**src/rtl/barrett_reduce_pipe.sv**
```systemverilog
// barrett_reduce_pipe: three-stage pipelined Barrett reducer, dout_r = din_a mod Q.
// One operand per cycle over valid/ready, fixed 3-cycle latency, global stall on backpressure.
// Optional macro BARRETT_TAG_EN adds an in_tag/out_tag sideband that rides along with each operand.

module barrett_reduce_pipe #(
  parameter int unsigned Q  = 3923,
  parameter int unsigned QW = 12,
  parameter int unsigned DW = 2*QW-1
`ifdef BARRETT_TAG_EN
  ,
  parameter int unsigned TAG_W = 8
`endif
) (
  input  logic          clk,
  input  logic          rst_n,
  input  logic          in_valid,
  output logic          in_ready,
  input  logic [DW-1:0] din_a,
  output logic          out_valid,
  input  logic          out_ready,
  output logic [QW-1:0] dout_r
`ifdef BARRETT_TAG_EN
  ,
  input  logic [TAG_W-1:0] in_tag,
  output logic [TAG_W-1:0] out_tag
`endif
);

  localparam int unsigned K   = 2*QW;
  localparam int unsigned PW  = DW + K + 1;
  localparam int unsigned QEW = DW + 1;
  localparam int unsigned RW  = QW + 2;

  // Barrett constant floor(2^K / Q), evaluated at elaboration.
  function automatic logic [K:0] calc_m();
    logic [K:0] num;
    num = (K+1)'(1) << K;
    return num / (K+1)'(Q);
  endfunction

  localparam logic [K:0] M = calc_m();

  // Reject moduli that do not fit the result width, or operands too wide for the shift.
  if ((64'(Q) >= (64'(1) << QW)) || (DW > 2*QW)) begin : g_param_err
    $error("barrett_reduce_pipe: illegal parameters Q=%0d QW=%0d DW=%0d", Q, QW, DW);
  end

  logic          adv;
  logic          v1;
  logic [DW-1:0] x1;
  logic [PW-1:0] p1;
  logic          v2;
  logic [RW-1:0] r2;
  logic [QEW-1:0] qe_c;
  logic [RW-1:0]  rem_c;
  logic [RW-1:0]  r_a_c;
  logic [RW-1:0]  r_b_c;

  // Whole pipeline moves together whenever the output slot is free or being drained.
  assign adv      = !out_valid || out_ready;
  assign in_ready = adv;

  // Stage 1: capture operand and its product with the Barrett constant.
  always_ff @(posedge clk) begin
    if (!rst_n) begin
      v1 <= 1'b0;
      x1 <= '0;
      p1 <= '0;
    end else if (adv) begin
      v1 <= in_valid;
      x1 <= din_a;
      p1 <= PW'(din_a) * PW'(M);
    end
  end

  // Quotient estimate and coarse remainder; modular QW+2 arithmetic is exact since r < 3Q.
  always_comb begin
    qe_c  = QEW'(p1 >> K);
    rem_c = RW'(x1) - (RW'(qe_c) * RW'(Q));
  end

  // Stage 2: register the coarse remainder.
  always_ff @(posedge clk) begin
    if (!rst_n) begin
      v2 <= 1'b0;
      r2 <= '0;
    end else if (adv) begin
      v2 <= v1;
      r2 <= rem_c;
    end
  end

  // Two sequential conditional subtractions bring the remainder into [0, Q).
  always_comb begin
    r_a_c = (r2 >= RW'(Q)) ? (r2 - RW'(Q)) : r2;
    r_b_c = (r_a_c >= RW'(Q)) ? (r_a_c - RW'(Q)) : r_a_c;
  end

  // Stage 3: output register, held while downstream stalls.
  always_ff @(posedge clk) begin
    if (!rst_n) begin
      out_valid <= 1'b0;
      dout_r    <= '0;
    end else if (adv) begin
      out_valid <= v2;
      dout_r    <= QW'(r_b_c);
    end
  end

`ifdef BARRETT_TAG_EN
  logic [TAG_W-1:0] t1;
  logic [TAG_W-1:0] t2;

  // Tag sideband follows its operand with identical stall behaviour.
  always_ff @(posedge clk) begin
    if (!rst_n) begin
      t1      <= '0;
      t2      <= '0;
      out_tag <= '0;
    end else if (adv) begin
      t1      <= in_tag;
      t2      <= t1;
      out_tag <= t2;
    end
  end
`endif

endmodule

```
**config.mk**
```make
export PLATFORM = sky130hd
export DESIGN_NAME = barrett_reduce_pipe
export DESIGN_NICKNAME = d
export VERILOG_FILES = /design/src/rtl/barrett_reduce_pipe.sv
export SDC_FILE = /design/constraint.sdc
export NUM_CORES = 1
export LEC_CHECK = 0
export BUFFER_PORTS_ARGS = -buffer_cell sky130_fd_sc_hd__buf_2
export CORE_AREA = 2 2 247 152
export CTS_CLUSTER_DIAMETER = 50
export DETAILED_ROUTE_END_ITERATION = 8
export DIE_AREA = 0 0 249 154
export HOLD_SLACK_MARGIN = 0.15
export MAX_ROUTING_LAYER = met4
export PLACE_DENSITY_LB_ADDON = 0.2
export RECOVER_POWER = 100
export SLEW_MARGIN = 20
export SYNTH_ARGS = -nofsm -noshare
export SYNTH_HDL_FRONTEND = slang
export SYNTH_SLANG_ARGS = --single-unit
```
**constraint.sdc**
```tcl
create_clock -name clk -period 11.21 [get_ports clk]
set_input_delay 2.242 -clock clk [delete_from_list [all_inputs] [get_ports clk]]
set_output_delay 2.242 -clock clk [all_outputs]
set_load 0.02 [all_outputs]
```
==> run_results.csv, run 1 <==
group,metric,value,unit
outcome,status,"complete, but fails checks",
outcome,violations,"max-capacitance violations, max-slew violations",
cts,clock_latency,0.31,ns
setup_path,worstPathRequired,8.97,ns
grt,grt_usage,0.127,
cells_and_area,layout_common_cells,"inv_1 (197), ha_1 (195), fa_1 (89), nand2_1 (77), dfxtp_1 (55)",
cts,cts_buffers,5,
sta,finalCritPeriodShare,0.763,
cts,cts_root_buf,"clkbuf_16",
cells_and_area,diodes,0,
setup_path,worstPathCellList,"clkbuf_1 > nor2b_4 > clkbuf_1 > clkinv_1 > clkbuf_1 > clkbuf_1",
cts,cts_hold_buf,0,
synth,synth_seq_cells,55,
sta,drv_slew,110,
sta,fin_skew,0.00976,ns
setup_path,startpoint_type,"primary input",
synth,synthArstFlopShare,0,
sta,period_minus_slack,8.55,ns
setup_path,cpMostUsedCell,"clkbuf_1",
synth,ys_warn_count,0,
setup_path,cpPeakStageDelay,2.14,ns
setup_path,end_kind,"output port",
setup_path,crit_arrival,6.31,ns
grt,grt_pass1_vias,6765,
die,core_area,35900,um2
route,routed_wl,22.7,mm
route,avgRoutedWirePerCell,15.1,um
sta,max_freq,117,MHz
synth,syn_avg_cell_area,8.91,um2
cts,cts_num_sinks,55,
synth,yosysUniqueCellTypes,74,
die,die_area,38300,um2
cells_and_area,drive_above_1_share,0.0519,
route,drc,0,
die,start_util,0.248,
cells_and_area,layout.nets,1332,
sta,max_slew.worst_pin.slew,3.04,ns
route,antenna_left,0,
synth,seq_area_frac_synth,0.124,
setup_path,critPathMaxFanout,64,
grt,grt_pass1_wl,37.7,mm
synth,synth_cells,999,
route,dr.pass1.iters,5,
cts,htreeDepth,2,
placement,dp_hpwl,18.6,mm
sta,hold_viol_final,0,
sta,slew_headroom,-1.02,
run,cap_violations,2,
sta,setup_viol,0,
die,dieHeight,154,um
sta,rsz0062_at_grt,"false",
die,std_cell_rows,54,
synth,syn_nets,1310,
cts,cts_setup_buffers,0,
synth,ys.flop_type,"dfxtp_1",
setup_path,cpMaxStageDelayCell,"clkbuf_1",
placement,port_buffers,40,
setup_path,critical_path_class,"primary input to output port",
grt,grt_max_degree,65,
cts,clockBufferDepth,2,
grt,antenna_found_initial,0,
route,drt_iter0_drc,315,
grt,overflow,0,
die,die_x,249,um
cells_and_area,syn_to_final_growth,8.67,%
synth,synth-edff-count,0,
route,vias,6733,
cts,clk_pin_slew,0.08,ns
cts,cts_tree,"yes",
cells_and_area,final_common_cell,"inv_1",
sta,final.setup.tns,0,ns
die,io_pins,41,
placement,place_congestion,0.819,
cts,cts_resized,0,
synth,netlist_area,8910,um2
min_path,min_path_type,"register to register",
route,vias_per_cell,4.49,
Yosys cell counts (5+ instances only):
cell / number / area (um2)
xnor2_1: 27 / 236
a211oi_1: 9 / 67.6
inv_1: 197 / 739
o21ai_0: 26 / 130
ha_1: 195 / 2440
a21oi_1: 48 / 240
nor3_1: 13 / 65.1
xor2_1: 7 / 61.3
or3_1: 7 / 43.8
dfxtp_1: 55 / 1100
nand2_1: 77 / 289
clkbuf_1: 19 / 71.3
o211ai_1: 9 / 67.6
nor2_1: 28 / 105
a21o_1: 18 / 135
nand3_1: 50 / 250
fa_1: 89 / 1780
or4_1: 5 / 37.5
nand4b_1: 7 / 61.3
nand4_1: 7 / 43.8
o31ai_1: 5 / 37.5
o21a_1: 6 / 45.0
flip-flops by register name, indices dropped and copies added (netlist names):
register and cells:
r2 14, x1 14, dout_r 12, p1 12, out_valid 1, v1 1, v2 1
layout make-up:
cell class	count	area (um2)
inverter	198	743
tap	476	596
multi-input combinational	717	6900
timing repair buffer	44	201
sequential	55	1100
fill	3862	26200
clock inverter	2	12.5
clock buffer	6	129
worst paths after layout:
path / from / end / slack (ns) / cells past startpoint
setup / recovery: out_ready / in_ready / 2.66 / 6
hold / removal: x1[0] / x1[0] / 0.46 / 2
setup reg to reg: out_valid / dout_r[3] / 5.72 / 7
hold reg to reg: x1[0] / x1[0] / 0.46 / 2
layer usage:
metal	global-route usage	part of all wire	vias up	wire length, um
li1	-	-	3413	-
met1	0.210	0.62	3239	14100
met2	0.160	0.35	72	7850
met3	0.0200	0.027	9	607
met5	-	0	-	0
met4	0.0118	0.0046	0	104
worst max-delay path, delay by kind of cell:
family / cells / cell delay, ns
and+or+nand+nor: 1 / 0.10
buffers and inverters: 5 / 3.95
cells by family after synthesis:
family	share of synthesized area
fa+ha+maj	0.474
mux	0.00604
simple gates	0.126
flops	0.124
xor+xnor	0.0353
buf+inv	0.0988
compound gates	0.137
metrics by stage:
step                utilization  hold WS (ns)  worst slack, ns  std cells  instance area, um2
detailed placement        0.268         0.451             3.90       1490                9600
CTS                       0.272         0.462             4.20       1498                9740
global placement          0.268         0.446             4.06       1490                9600
floorplan                     -         0.432             4.60        999                8910
finish                    0.270         0.459             2.66       1498                9680
global route              0.270         0.491             2.09       1498                9680
Power of run 1 is left out: the tool's default activity adds up to more than one toggle a clock period on the data nets, which glitch-free logic cannot reach.
==> run 2, diff against run 1 <==
Clock period 11.21 ns to 7.9 ns, I/O delays scaled along.
==> run_results.csv, run 2 (synthesis gave the netlist of run 1 again) <==
group,metric,value,unit
outcome,status,"complete, but fails checks",
outcome,violations,"max-capacitance violations, max-slew violations",
sta,final.setup.tns,0,ns
placement,dp_hpwl,18.5,mm
cts,cts_buffers,5,
route,vias,6714,
setup_path,cpMaxStageDelayCell,"a2111oi_0",
cells_and_area,multi_input_area,6920,um2
placement,port_buffers,40,
grt,grt_pass1_vias,6758,
grt,grt_usage,0.127,
setup_path,cp_num_buf_inv,3,
sta,finalCritPeriodShare,0.852,
cts,cts_setup_buffers,0,
route,routed_wl,22.7,mm
setup_path,cpPeakStageDelay,0.72,ns
cts,clk_pin_slew,0.07,ns
setup_path,startpoint_type,"primary input",
cts,clockBufferDepth,2,
setup_path,worstPathRequired,8.14,ns
run,cap_violations,2,
route,dr.pass1.iters,4,
cells_and_area,reg_top3,"r2 (14), x1 (14)",
cells_and_area,drive_above_1_share,0.0538,
route,vias_per_cell,4.48,
grt,antenna_found_initial,0,
cts,clock_latency,0.31,ns
route,avgRoutedWirePerCell,15.1,um
cells_and_area,layout_common_cells,"inv_1 (197), ha_1 (195), fa_1 (89), nand2_1 (77), dfxtp_1 (55)",
setup_path,crit_arrival,6.97,ns
setup_path,worstPathCellList,"clkbuf_1 > ha_1 > ha_1 > fa_1 > fa_1 > inv_1 > fa_1 > inv_1 > ha_1 > nand3_1 > a2111oi_0 > nand2_1 > o221ai_1 > o41ai_4 > a311o_1 > or4_1 > nand4_1",
min_path,min_path_type,"register to register",
route,drt_iter0_drc,320,
die,die_x,249,um
sta,slew_headroom,-1.01,
sta,fin_ws,1.17,ns
cells_and_area,fill_cells,3899,
die,start_util,0.248,
setup_path,critPathMaxFanout,6,
cts,cts_num_sinks,55,
cts,cts_resized,0,
die,std_cell_rows,54,
placement,dp.cells,1490,
cts,htreeDepth,2,
cts,cts_hold_buf,0,
placement,place_congestion,0.819,
cells_and_area,fin_cells,1498,
sta,hold_viol_final,0,
sta,drv_slew,109,
placement,preCtsSetupSlack,1.28,ns
cells_and_area,final_common_cell,"inv_1",
route,antenna_left,0,
sta,max_freq,149,MHz
setup_path,end_kind,"register",
sta,rsz0062_at_grt,"false",
cts,cts_root_buf,"clkbuf_16",
sta,max_slew.worst_pin.slew,3.02,ns
die,io_pins,41,
die,dieHeight,154,um
sta,period_minus_slack,6.73,ns
die,core_area,35900,um2
cells_and_area,layout.nets,1332,
grt,grt_max_degree,65,
setup_path,path_delay_family,"adder cells",
cts,cts_tree,"yes",
cells_and_area,regArea,1100,um2
cells_and_area,syn_to_final_growth,8.92,%
grt,grt_pass1_wl,37.4,mm
grt,overflow,0,
setup_path,critical_path_class,"primary input to register",
die,die_area,38300,um2
sta,hold_ws,0.459,ns
cells_and_area,diodes,0,
route,drc,0,
sta,setup_viol,0,
sta,fin_skew,0.00556,ns
[run 2: changes by cell type in the layout (fill, tap and decap cells not counted), sizes merged]
cell and change:
buf +1, clkbuf -1
[run 2: final timing paths]
path / start / end / slack, ns / cells past startpoint
worst max-delay path: din_a[18] / p1[34] / 1.17 / 17
worst min-delay path: x1[12] / x1[12] / 0.46 / 2
worst max register to register: out_valid / dout_r[3] / 2.33 / 7
worst min register to register: x1[12] / x1[12] / 0.46 / 2
[run 2: tightest hold or removal path, cell delays in order (launching register included)]
cell and delay [ns]:
dfxtp_1 0.32, nand2_1 0.05, a21oi_1 0.05
[run 2: through the flow]
step	utilization	instance area, um2
2_1_floorplan	-	8910
3_3_place_gp	0.268	9600
3_5_place_dp	0.268	9600
4_1_cts	0.272	9740
5_1_grt	0.270	9700
6_report	0.270	9700
[run 2: routing by layer]
metal | share of wire | global-route usage
met3 | 0.033 | 0.0249
met5 | 0 | -
met4 | 0.0040 | 0.0127
met1 | 0.62 | 0.207
met2 | 0.34 | 0.156
[run 2: final cells by class]
cell class / instances / share of cell area
clock inverters: 2 / 0.00129
inverters: 198 / 0.0766
multi-input cells: 717 / 0.713
clock buffers: 6 / 0.0133
well taps: 476 / 0.0614
repair buffers: 44 / 0.0209
flip-flops and latches: 55 / 0.114
Power of run 2 is left out for the same reason.
==> run 3, diff against run 2 <==
Settings changed: CELL_PAD_IN_SITES_DETAIL_PLACEMENT set to 0, CELL_PAD_IN_SITES_GLOBAL_PLACEMENT set to 1, CORE_AREA 2 2 247 152 to 5 5 250 155, DIE_AREA 0 0 249 154 to 0 0 255 160.
==> run_results.csv, run 3 (synthesis gave the netlist of run 1 again) <==
group,metric,value,unit
outcome,status,"complete, but fails checks",
outcome,violations,"max-capacitance violations, max-slew violations",
setup_path,cpMostUsedCell,"inv_1",
route,vias_per_cell,4.51,
setup_path,worstPathCellList,"clkbuf_1 > ha_1 > ha_1 > inv_1 > fa_1 > inv_1 > fa_1 > inv_1 > fa_1 > inv_1 > ha_1 > nor4_1 > o211ai_1 > o221ai_1 > o221ai_1 > o41ai_4 > a21oi_1 > or4b_1 > a31oi_1",
cells_and_area,fin_cells,1498,
die,std_cell_rows,54,
die,start_util,0.248,
grt,grt_usage,0.123,
cts,cts_num_sinks,55,
cts,cts_tree,"yes",
cts,clk_pin_slew,0.08,ns
route,drc,0,
cts,cts_hold_buf,0,
die,io_pins,41,
cells_and_area,syn_to_final_growth,9.16,%
sta,max_freq,147,MHz
cells_and_area,regArea,1100,um2
cells_and_area,reg_top3,"r2 (14), x1 (14)",
grt,overflow,0,
cts,htreeDepth,2,
route,antenna_left,0,
setup_path,critical_path_class,"primary input to register",
grt,grt_max_degree,64,
placement,dp.cells,1490,
setup_path,startpoint_type,"primary input",
die,die_x,255,um
setup_path,end_kind,"register",
placement,dp_hpwl,19.2,mm
sta,fin_skew,0.00661,ns
sta,finalCritPeriodShare,0.862,
route,vias,6756,
cts,cts_root_buf,"clkbuf_16",
die,die_area,40800,um2
cells_and_area,final_common_cell,"inv_1",
grt,grt_pass1_wl,38.8,mm
route,drt_iter0_drc,297,
setup_path,cpMaxStageDelayCell,"fa_1",
route,routed_wl,23.3,mm
sta,period_minus_slack,6.81,ns
sta,hold_ws,0.455,ns
sta,max_slew.worst_pin.slew,3.01,ns
setup_path,crit_arrival,7.03,ns
die,core_area,35900,um2
cells_and_area,diodes,0,
cts,clock_latency,0.31,ns
cells_and_area,layout.nets,1332,
sta,final.setup.tns,0,ns
grt,antenna_found_initial,0,
setup_path,worstPathRequired,8.12,ns
sta,rsz0062_at_grt,"false",
sta,drv_slew,180,
route,avgRoutedWirePerCell,15.5,um
placement,postPlaceCellArea,9600,um2
cells_and_area,postLayoutCellArea,9720,um2
cells_and_area,multi_input_area,6900,um2
cts,clockBufferDepth,2,
cells_and_area,layout_common_cells,"inv_1 (197), ha_1 (195), fa_1 (89), nand2_1 (77), dfxtp_1 (55)",
route,dr.pass1.iters,4,
cells_and_area,fill_cells,3909,
cts,cts_setup_buffers,0,
cts,cts_buffers,5,
die,dieHeight,160,um
placement,place_congestion,0.747,
cells_and_area,drive_above_1_share,0.0499,
sta,setup_viol,0,
setup_path,critPathMaxFanout,6,
setup_path,cpPeakStageDelay,0.55,ns
run,cap_violations,4,
sta,hold_viol_final,0,
placement,port_buffers,40,
grt,grt_pass1_vias,6757,
cts,cts_resized,0,
min_path,min_path_type,"register to register",
sta,slew_headroom,-1.01,
run 3: worst paths after layout:
check / startpoint / endpoint / slack (ns) / cells after the start
max reg2reg: p1[24] / r2[11] / 2.77 / 17
min reg2reg: x1[4] / x1[4] / 0.45 / 2
min: x1[4] / x1[4] / 0.45 / 2
max: din_a[8] / p1[32] / 1.09 / 19
run 3: critical path, delay by kind of cell:
| family | cells | cell delay [ns] |
|---|---|---|
| fa+ha+maj | 6 | 2.33 |
| compound gates | 6 | 1.89 |
| simple gates | 2 | 0.75 |
| buf+inv | 5 | 0.49 |
run 3: final cells by class:
cell class,instances,area share
Clock buffer,6,0.0133
Sequential cell,55,0.113
Inverter,198,0.0764
Timing Repair Buffer,44,0.0202
Clock inverter,2,0.00618
Tap cell,476,0.0613
Multi-Input combinational cell,717,0.709
run 3: per-stage QoR:
step           setup slack (ns)  utilization
3_5_place_dp               1.28        0.267
3_3_place_gp               1.37        0.267
5_1_grt                   0.782        0.270
6_report                   1.09        0.270
2_1_floorplan              1.95            -
4_1_cts                    1.60        0.272
run 3: metal layers:
metal,track usage,share of wire,up-vias
met5,-,0,-
met1,0.210,0.62,3269
met4,0.0109,0.0027,0
li1,-,-,3411
met3,0.0216,0.035,4
met2,0.148,0.34,72
Power of run 3 is left out for the same reason.
